### src/rtl/mips_pkg.sv
// Shared definitions for the multicycle MIPS controller: opcode/funct codes,
// ALU OP codes, FSM state encoding and the registered control-word layout.
// Latency: n/a (definitions only). Backpressure: none.
package mips_pkg;

  // Primary opcodes (IR[31:26])
  localparam logic [5:0] OP_RTYPE = 6'b000000;
  localparam logic [5:0] OP_J     = 6'b000010;
  localparam logic [5:0] OP_BEQ   = 6'b000100;
  localparam logic [5:0] OP_BNE   = 6'b000101;
  localparam logic [5:0] OP_ADDI  = 6'b001000;
  localparam logic [5:0] OP_SLTI  = 6'b001010;
  localparam logic [5:0] OP_ANDI  = 6'b001100;
  localparam logic [5:0] OP_ORI   = 6'b001101;
  localparam logic [5:0] OP_LW    = 6'b100011;
  localparam logic [5:0] OP_SW    = 6'b101011;

  // R-type funct codes (IR[5:0])
  localparam logic [5:0] FN_ADD = 6'b100000;
  localparam logic [5:0] FN_SUB = 6'b100010;
  localparam logic [5:0] FN_AND = 6'b100100;
  localparam logic [5:0] FN_OR  = 6'b100101;
  localparam logic [5:0] FN_NOR = 6'b100111;
  localparam logic [5:0] FN_SLT = 6'b101010;

  // ALU OP codes
  localparam logic [3:0] ALU_AND = 4'b0000;
  localparam logic [3:0] ALU_OR  = 4'b0001;
  localparam logic [3:0] ALU_ADD = 4'b0010;
  localparam logic [3:0] ALU_EQ  = 4'b0101;
  localparam logic [3:0] ALU_SUB = 4'b0110;
  localparam logic [3:0] ALU_LT  = 4'b0111;
  localparam logic [3:0] ALU_NOR = 4'b1100;

  // Mux select encodings
  localparam logic [1:0] SRCB_REG  = 2'b00;
  localparam logic [1:0] SRCB_FOUR = 2'b01;
  localparam logic [1:0] SRCB_IMM  = 2'b10;
  localparam logic [1:0] SRCB_BOFF = 2'b11;
  localparam logic [1:0] PC_ALU    = 2'b00;
  localparam logic [1:0] PC_ALUOUT = 2'b01;
  localparam logic [1:0] PC_JUMP   = 2'b10;
  localparam logic [1:0] WB_ALUOUT = 2'b00;
  localparam logic [1:0] WB_MDR    = 2'b01;
  localparam logic [1:0] WB_FLAG   = 2'b10;

  typedef enum logic [3:0] {
    S_IDLE, S_FETCH, S_DECODE, S_MEM_ADDR, S_MEM_RD, S_MEM_WB, S_MEM_WR,
    S_R_EXEC, S_R_WB, S_I_EXEC, S_I_WB, S_BRANCH, S_JUMP, S_HALT
  } state_t;

  // Registered control word; pc_write here is the unconditional part only.
  typedef struct packed {
    logic [3:0] alu_op;
    logic       alu_src_a;
    logic [1:0] alu_src_b;
    logic       ext_zero;
    logic       pc_write;
    logic [1:0] pc_src;
    logic       iord;
    logic       mem_read;
    logic       mem_write;
    logic       ir_write;
    logic       reg_write;
    logic       reg_dst;
    logic [1:0] wb_sel;
    logic       halted;
  } ctrl_t;

  // Quiescent word: every strobe low, ALU parked on ADD.
  function automatic ctrl_t ctrl_idle();
    ctrl_t c;
    c        = '0;
    c.alu_op = ALU_ADD;
    return c;
  endfunction

endpackage

### src/rtl/mips_multicycle_ctrl_if.sv
// Controller <-> datapath bundle: IR fields and ZERO in, control strobes out.
// Latency: n/a (wires only). Backpressure: none.
// Ports: master = controller side, slave = datapath side.
interface mips_multicycle_ctrl_if;
  logic [5:0] opcode;
  logic [5:0] funct;
  logic       zero;
  logic [3:0] alu_op;
  logic       alu_src_a;
  logic [1:0] alu_src_b;
  logic       ext_zero;
  logic       pc_write;
  logic [1:0] pc_src;
  logic       iord;
  logic       mem_read;
  logic       mem_write;
  logic       ir_write;
  logic       reg_write;
  logic       reg_dst;
  logic [1:0] wb_sel;
  logic       zero_q;    // captured compare flag, feeds write-back source 10
  logic       illegal;
  logic       halted;

  modport master (
    input  opcode, funct, zero,
    output alu_op, alu_src_a, alu_src_b, ext_zero, pc_write, pc_src, iord,
           mem_read, mem_write, ir_write, reg_write, reg_dst, wb_sel, zero_q,
           illegal, halted
  );

  modport slave (
    output opcode, funct, zero,
    input  alu_op, alu_src_a, alu_src_b, ext_zero, pc_write, pc_src, iord,
           mem_read, mem_write, ir_write, reg_write, reg_dst, wb_sel, zero_q,
           illegal, halted
  );
endinterface

### src/rtl/mips_alu_dec.sv
// R-type funct -> ALU OP decoder with a valid flag for supported functs.
// Latency: combinational. Backpressure: none.
// Ports: funct in (6), alu_op out (4), valid out (1).
module mips_alu_dec
  import mips_pkg::*;
(
  input  logic [5:0] funct,
  output logic [3:0] alu_op,
  output logic       valid
);

  always_comb begin
    alu_op = ALU_ADD;
    valid  = 1'b1;
    case (funct)
      FN_ADD:  alu_op = ALU_ADD;
      FN_SUB:  alu_op = ALU_SUB;
      FN_AND:  alu_op = ALU_AND;
      FN_OR:   alu_op = ALU_OR;
      FN_NOR:  alu_op = ALU_NOR;
      FN_SLT:  alu_op = ALU_LT;
      default: valid  = 1'b0;
    endcase
  end

endmodule

### src/rtl/mips_multicycle_ctrl.sv
// Multicycle MIPS control FSM driving ALU OP and datapath enables from IR fields and ZERO.
// Latency: R/I 4, lw 5, sw 4, beq/bne/j 3, illegal 2 cycles. Backpressure: none.
// Ports: clk, rst (async, active high), bus (master modport of mips_multicycle_ctrl_if).
module mips_multicycle_ctrl
  import mips_pkg::*;
#(
  parameter bit ILLEGAL_HALT = 1'b0
) (
  input logic                    clk,
  input logic                    rst,
  mips_multicycle_ctrl_if.master bus
);

  state_t     state;
  state_t     nxt;
  ctrl_t      ctrl_q;
  logic       zero_q;
  logic [3:0] r_alu_op;
  logic       r_valid;
  logic       legal;

  mips_alu_dec u_alu_dec (
    .funct  (bus.funct),
    .alu_op (r_alu_op),
    .valid  (r_valid)
  );

  always_comb begin
    legal = 1'b0;
    case (bus.opcode)
      OP_RTYPE: legal = r_valid;
      OP_LW, OP_SW, OP_BEQ, OP_BNE, OP_ADDI,
      OP_ANDI, OP_ORI, OP_SLTI, OP_J: legal = 1'b1;
      default: legal = 1'b0;
    endcase
  end

  always_comb begin
    nxt = S_FETCH;
    case (state)
      S_IDLE:   nxt = S_FETCH;
      S_FETCH:  nxt = S_DECODE;
      S_DECODE: begin
        if (!legal) begin
          nxt = ILLEGAL_HALT ? S_HALT : S_FETCH;
        end else begin
          case (bus.opcode)
            OP_LW, OP_SW:                     nxt = S_MEM_ADDR;
            OP_RTYPE:                         nxt = S_R_EXEC;
            OP_ADDI, OP_ANDI, OP_ORI, OP_SLTI: nxt = S_I_EXEC;
            OP_BEQ, OP_BNE:                   nxt = S_BRANCH;
            OP_J:                             nxt = S_JUMP;
            default:                          nxt = S_FETCH;
          endcase
        end
      end
      S_MEM_ADDR: nxt = (bus.opcode == OP_LW) ? S_MEM_RD : S_MEM_WR;
      S_MEM_RD:   nxt = S_MEM_WB;
      S_R_EXEC:   nxt = S_R_WB;
      S_I_EXEC:   nxt = S_I_WB;
      S_HALT:     nxt = S_HALT;
      default:    nxt = S_FETCH;
    endcase
  end

  // Control word for the state being entered. Computed from the next state so the
  // outputs come straight from flops yet line up with the state register.
  function automatic ctrl_t state_ctrl(input state_t s, input logic [5:0] op,
                                       input logic [5:0] fn, input logic [3:0] r_op);
    ctrl_t c;
    c = ctrl_idle();
    case (s)
      S_FETCH: begin
        c.mem_read  = 1'b1;
        c.ir_write  = 1'b1;
        c.alu_src_b = SRCB_FOUR;
        c.pc_src    = PC_ALU;
        c.pc_write  = 1'b1;
      end
      // PC + (sext(imm) << 2) lands in ALUOut as the branch target.
      S_DECODE:   c.alu_src_b = SRCB_BOFF;
      S_MEM_ADDR: begin
        c.alu_src_a = 1'b1;
        c.alu_src_b = SRCB_IMM;
      end
      S_MEM_RD: begin
        c.iord     = 1'b1;
        c.mem_read = 1'b1;
      end
      S_MEM_WB: begin
        c.reg_write = 1'b1;
        c.wb_sel    = WB_MDR;
      end
      S_MEM_WR: begin
        c.iord      = 1'b1;
        c.mem_write = 1'b1;
      end
      S_R_EXEC: begin
        c.alu_src_a = 1'b1;
        c.alu_src_b = SRCB_REG;
        c.alu_op    = r_op;
      end
      S_R_WB: begin
        c.reg_write = 1'b1;
        c.reg_dst   = 1'b1;
        c.wb_sel    = (fn == FN_SLT) ? WB_FLAG : WB_ALUOUT;
      end
      S_I_EXEC: begin
        c.alu_src_a = 1'b1;
        c.alu_src_b = SRCB_IMM;
        case (op)
          OP_ANDI: begin c.alu_op = ALU_AND; c.ext_zero = 1'b1; end
          OP_ORI:  begin c.alu_op = ALU_OR;  c.ext_zero = 1'b1; end
          OP_SLTI: c.alu_op = ALU_LT;
          default: c.alu_op = ALU_ADD;
        endcase
      end
      S_I_WB: begin
        c.reg_write = 1'b1;
        c.wb_sel    = (op == OP_SLTI) ? WB_FLAG : WB_ALUOUT;
      end
      S_BRANCH: begin
        c.alu_op    = ALU_EQ;
        c.alu_src_a = 1'b1;
        c.alu_src_b = SRCB_REG;
        c.pc_src    = PC_ALUOUT;
      end
      S_JUMP: begin
        c.pc_src   = PC_JUMP;
        c.pc_write = 1'b1;
      end
      S_HALT:  c.halted = 1'b1;
      default: c = ctrl_idle();
    endcase
    return c;
  endfunction

  always_ff @(posedge clk or posedge rst) begin
    if (rst) begin
      state  <= S_IDLE;
      ctrl_q <= ctrl_idle();
      zero_q <= 1'b0;
    end else begin
      state  <= nxt;
      ctrl_q <= state_ctrl(nxt, bus.opcode, bus.funct, r_alu_op);
      // LT/EQ results exist only on ZERO; hold them for the write-back cycle.
      if (state == S_R_EXEC || state == S_I_EXEC) begin
        zero_q <= bus.zero;
      end
    end
  end

  assign bus.alu_op    = ctrl_q.alu_op;
  assign bus.alu_src_a = ctrl_q.alu_src_a;
  assign bus.alu_src_b = ctrl_q.alu_src_b;
  assign bus.ext_zero  = ctrl_q.ext_zero;
  assign bus.pc_src    = ctrl_q.pc_src;
  assign bus.iord      = ctrl_q.iord;
  assign bus.mem_read  = ctrl_q.mem_read;
  assign bus.mem_write = ctrl_q.mem_write;
  assign bus.ir_write  = ctrl_q.ir_write;
  assign bus.reg_write = ctrl_q.reg_write;
  assign bus.reg_dst   = ctrl_q.reg_dst;
  assign bus.wb_sel    = ctrl_q.wb_sel;
  assign bus.halted    = ctrl_q.halted;
  assign bus.zero_q    = zero_q;

  // Branch decision is the one path from ZERO straight to a strobe: beq takes on
  // equal, bne on not-equal.
  assign bus.pc_write = ctrl_q.pc_write |
                        ((state == S_BRANCH) && (bus.zero ^ (bus.opcode == OP_BNE)));

  // The opcode is only trustworthy once DECODE is reached, so this pulse is decoded live.
  assign bus.illegal = (state == S_DECODE) && !legal;

endmodule
### src/flat_wrapper.sv
// flat-port wrapper written by rule: the top's interface ports become plain ports
module mips_multicycle_ctrl_flat import mips_pkg::*;
#(
  parameter bit ILLEGAL_HALT = 1'b0
)
  (clk, rst, bus_opcode, bus_funct, bus_zero, bus_alu_op, bus_alu_src_a, bus_alu_src_b, bus_ext_zero, bus_pc_write, bus_pc_src, bus_iord, bus_mem_read, bus_mem_write, bus_ir_write, bus_reg_write, bus_reg_dst, bus_wb_sel, bus_zero_q, bus_illegal, bus_halted);
  mips_multicycle_ctrl_if bus_i ();
  input logic clk;
  input logic rst;
  input wire logic [$bits(bus_i.opcode)-1:0] bus_opcode;
  input wire logic [$bits(bus_i.funct)-1:0] bus_funct;
  input wire logic [$bits(bus_i.zero)-1:0] bus_zero;
  output wire logic [$bits(bus_i.alu_op)-1:0] bus_alu_op;
  output wire logic [$bits(bus_i.alu_src_a)-1:0] bus_alu_src_a;
  output wire logic [$bits(bus_i.alu_src_b)-1:0] bus_alu_src_b;
  output wire logic [$bits(bus_i.ext_zero)-1:0] bus_ext_zero;
  output wire logic [$bits(bus_i.pc_write)-1:0] bus_pc_write;
  output wire logic [$bits(bus_i.pc_src)-1:0] bus_pc_src;
  output wire logic [$bits(bus_i.iord)-1:0] bus_iord;
  output wire logic [$bits(bus_i.mem_read)-1:0] bus_mem_read;
  output wire logic [$bits(bus_i.mem_write)-1:0] bus_mem_write;
  output wire logic [$bits(bus_i.ir_write)-1:0] bus_ir_write;
  output wire logic [$bits(bus_i.reg_write)-1:0] bus_reg_write;
  output wire logic [$bits(bus_i.reg_dst)-1:0] bus_reg_dst;
  output wire logic [$bits(bus_i.wb_sel)-1:0] bus_wb_sel;
  output wire logic [$bits(bus_i.zero_q)-1:0] bus_zero_q;
  output wire logic [$bits(bus_i.illegal)-1:0] bus_illegal;
  output wire logic [$bits(bus_i.halted)-1:0] bus_halted;
  assign bus_i.opcode = bus_opcode;
  assign bus_i.funct = bus_funct;
  assign bus_i.zero = bus_zero;
  assign bus_alu_op = bus_i.alu_op;
  assign bus_alu_src_a = bus_i.alu_src_a;
  assign bus_alu_src_b = bus_i.alu_src_b;
  assign bus_ext_zero = bus_i.ext_zero;
  assign bus_pc_write = bus_i.pc_write;
  assign bus_pc_src = bus_i.pc_src;
  assign bus_iord = bus_i.iord;
  assign bus_mem_read = bus_i.mem_read;
  assign bus_mem_write = bus_i.mem_write;
  assign bus_ir_write = bus_i.ir_write;
  assign bus_reg_write = bus_i.reg_write;
  assign bus_reg_dst = bus_i.reg_dst;
  assign bus_wb_sel = bus_i.wb_sel;
  assign bus_zero_q = bus_i.zero_q;
  assign bus_illegal = bus_i.illegal;
  assign bus_halted = bus_i.halted;
  mips_multicycle_ctrl #(.ILLEGAL_HALT(ILLEGAL_HALT)) u_core (.clk(clk), .rst(rst), .bus(bus_i));
endmodule
### config.mk
export PLATFORM = sky130hd
export DESIGN_NAME = mips_multicycle_ctrl_flat
export DESIGN_NICKNAME = d
export VERILOG_FILES = /design/src/rtl/mips_pkg.sv /design/src/rtl/mips_multicycle_ctrl_if.sv /design/src/rtl/mips_alu_dec.sv /design/src/rtl/mips_multicycle_ctrl.sv /design/src/flat_wrapper.sv
export SDC_FILE = /design/constraint.sdc
export NUM_CORES = 1
export LEC_CHECK = 0
export ABC_AREA = 1
export ABC_CLOCK_PERIOD_IN_PS = 3500
export CORE_MARGIN = 2
export CORE_UTILIZATION = 48
export CTS_BUF_LIST = sky130_fd_sc_hd__clkbuf_4
export DETAILED_ROUTE_END_ITERATION = 7
export GPL_TIMING_DRIVEN = 0
export PLACE_DENSITY_LB_ADDON = 0.15
export SETUP_SLACK_MARGIN = 0.4
export SLEW_MARGIN = 25
export SYNTH_ARGS = -nofsm -noshare
export SYNTH_HDL_FRONTEND = slang
export SYNTH_SLANG_ARGS = --single-unit
### constraint.sdc
create_clock -name clk -period 3.5 [get_ports clk]
set_input_delay 0.7 -clock clk [delete_from_list [all_inputs] [get_ports clk]]
set_output_delay 0.7 -clock clk [all_outputs]
set_load 0.05 [all_outputs]
==> results by group <==
GRT
  – GRT Total Usage: 18.07%
  – Initial antenna violation count: 0
  – First-pass GRT wire length: 4988 um
  – Vias in the first global route: 1,210
  – Pin count of the biggest net entering global routing: 26
  – Global route overflow: 0

Timing
  – Setup tns final: 0 ns
  – Final Hold Violating Endpoints: 0
  – Slew HR: 40.15%
  – Fmax: 0.3374 GHz
  – Unrepaired setup endpoints after global routing: no
  – Clock period minus final worst setup slack: 2.964 ns
  – Final period util: 84.67%
  – Tightest Pin Transition: 0.8968 ns
  – Clock skew: 0.004674 ns
  – Final number of setup-violating endpoints: 0
  – Max-slew violation count: 0

Clock network
  – # clock sinks: 25
  – Hold_buf cts: 0
  – CTS tree: done
  – Clock tree buffer depth: 2
  – Setup bufs post-CTS: 0
  – Worst skew pair latency: 0.31 ns
  – Worst-path clk slew: 0.12 ns
  – H-tree levels: 1
  – Clock root cell: clkbuf_4
  – Inserted Clock Buffers: 3

Worst hold path
  – HP Class: reg -> reg
  – Hold path depth: 1

Floorplan
  – Floorplan core area: 3003 um^2
  – Die area: 3544 um^2
  – Cell Rows: 20
  – Initial core utilization: 49.29%
  – Die height: 59.53 um
  – Number of primary I/O pins: 37
  – Die X: 59.53 um

Drt
  – DR vias: 1,250
  – Met2 WL: 1422 um
  – Metal-1 WL: 1223 um
  – 1st-iter DRT viols: 19
  – Routed vias/inst: 4.921
  – Drt total wl: 2806 um
  – DRC: 0
  – Top layer in use: met4
  – Antenna-violating nets left: 0
  – DR pass1 iterations: 4
  – Met3 WL: 125 um
  – DR WL/cell: 11.05 um

Worst setup path
  – Worst setup EP type: output port
  – Setup CP Type: in -> out
  – Reg2Reg Setup Slack: 1.74 ns
  – R2R Path Start: u_core.state[2]$_DFF_PP0_
  – CP Launch Point: bus_opcode[0]
  – Max stage delay on crit path: 0.55 ns
  – Crit path arrival time: 2.26 ns
  – Type of origin of the critical path: primary input
  – Crit path max fanout: 5
  – R2r worst-path depth: 8
  – Slowest CP cell: clkdlybuf4s50_1
  – Crit-path cells: clkdlybuf4s50_1, inv_1, nor2_1, nand3_1, xnor2_1, a31o_2, buf_2
  – Worst r2r dst: u_core.bus.alu_op[1]$_DFF_PP1_
  – Setup crit end: bus_pc_write
  – Required time of the worst setup path: 2.80 ns

Synthesis
  – Post-synthesis sequential area ratio: 42.35%
  – Mapped Area: 1480 um^2
  – Distinct cells, synth: 28
  – Area leader, netlist: dfrtp_1
  – Post-Syn Instances: 181
  – Synth top area cells: dfrtp_1 (41%), nand2_1 (7.9%), inv_1 (6.6%)
  – Yosys warnings: 0
  – Synth Net Count: 196
  – Top-area cell type share of the netlist area: 40.57%
  – Seq cells post-synth: 25
  – Mapped Avg Cell Area: 8.178 um^2

Placement
  – Routability congestion estimate: 0.8788
  – # port buffers: 36
  – HPWL Detailed: 2327 um

Pwr
  – Power after layout: 0.001376 W
  – Max IR drop VDD: 0.0002211 V
  – Pwr Density: 723.7 nW/um^2
  – Leak Pwr: 0.9874 nW

Final layout
  – Layout cell share with drive strength beyond 1: 23.08%
  – Antenna cells: 0
  – Commonest non-fill, non-tap cells in the layout: clkdlybuf4s50_1 (34), nand2_1 (31), inv_1 (26), dfrtp_1 (24), nor2_1 (21)
  – Nets: 237
  – Commonest non-fill, non-tap cell in the layout: clkdlybuf4s50_1
  – Layout area overhead: 28.49%

Job
  – Max Cap Violations: 0

Outcome
  – Status: finished, final reports clean
[report_power, final]
| part | internal, W | switching [W] |
|---|---|---|
| Clock | 0.0000522 | 0.0000790 |
| Sequential | 0.000374 | 0.0000429 |
| Combinational | 0.000272 | 0.000557 |
[per-layer routing]
metal	track usage, %	up-vias
li1	-	648
met1	22.09	560
met2	33.44	38
met3	1.965	4
met4	4.762	0
met5	0	-
[per-stage QoR]
step / cells / instance area (um^2) / setup WS (ns) / util, % / hold slack [ns]
2_1_floorplan: 181 / 1480 / 0.9595 / - / 0.5500
3_3_place_gp: 250 / 1882 / 0.04969 / 62.67 / 0.4935
3_5_place_dp: 250 / 1882 / 0.001670 / 62.67 / 0.4992
4_1_cts: 254 / 1914 / 0.4279 / 63.75 / 0.5324
5_1_grt: 254 / 1902 / 0.4393 / 63.33 / 0.5588
6_report: 254 / 1902 / 0.5365 / 63.33 / 0.5294
[critical path, delay by kind of cell]
| kind | cells | cell delay [ns] |
|---|---|---|
| XOR/XNOR | 1 | 0.22 |
| AO/OA/AOI/OAI | 1 | 0.18 |
| buffers and inverters | 3 | 0.86 |
| AND/OR/NAND/NOR | 2 | 0.31 |
[layout make-up]
cell class	count	area, um^2
fill	260	1101
multi-input combinational	112	650.6
tap	33	41.29
buffer	10	75.07
timing repair buffer	36	350.3
clock buffer	4	30.03
inverter	34	127.6
sequential	25	626.9
[worst min-delay path by stage]
stage	start	to	slack, ns
after floorplan	u_core.state[3]$_DFF_PP0_	u_core.bus.iord$_DFF_PP0_	0.55
after global placement	u_core.bus.zero_q$_DFFE_PP0P_	u_core.bus.zero_q$_DFFE_PP0P_	0.49
after detailed placement	u_core.bus.zero_q$_DFFE_PP0P_	u_core.bus.zero_q$_DFFE_PP0P_	0.50
after CTS	u_core.bus.zero_q$_DFFE_PP0P_	u_core.bus.zero_q$_DFFE_PP0P_	0.53
after global routing	u_core.bus.zero_q$_DFFE_PP0P_	u_core.bus.zero_q$_DFFE_PP0P_	0.56
final	u_core.bus.zero_q$_DFFE_PP0P_	u_core.bus.zero_q$_DFFE_PP0P_	0.53
[cell families (layout without fill, tap and decap cells)]
| group | after synthesis | after routing | synth area share [%] |
|---|---|---|---|
| compound gates | 12 | 12 | 5.748 |
| xor+xnor | 1 | 1 | 0.5918 |
| buf+inv | 44 | 84 | 13.69 |
| flops | 25 | 25 | 42.35 |
| simple gates | 98 | 98 | 36.86 |
| mux | 1 | 1 | 0.7607 |
[flip-flops by register name, indices dropped and copies added, names as in the netlist]
signal	cells
u_core.bus.alu_op	4
u_core.state	4
u_core.bus.alu_src_b	2
u_core.bus.pc_src	2
u_core.bus.wb_sel	2
u_core.bus.alu_src_a	1
u_core.bus.ext_zero	1
u_core.bus.halted	1
u_core.bus.iord	1
u_core.bus.ir_write	1
u_core.bus.mem_read	1
u_core.bus.mem_write	1
u_core.bus.reg_dst	1
u_core.bus.reg_write	1
u_core.bus.zero_q	1
u_core.ctrl_q	1
[synthesized netlist by cell type, drive strengths merged]
cell type,number
a21oi,1
a31o,1
buf,10
dfrtp,24
dfstp,1
inv,34
mux2,1
nand2,34
nand3,22
nand3b,1
nand4,8
nor2,29
nor3,4
o211ai,2
o21ai,8
xnor2,1
[what timing repair did]
action / 4_1_cts / 5_1_grt
endpoints found under the setup margin: 2 / 2
pin swaps: 0 / 0
gates resized for setup: 6 / 4
cloned: 0 / 0
Note: power is estimated with default switching activity, not from simulation.
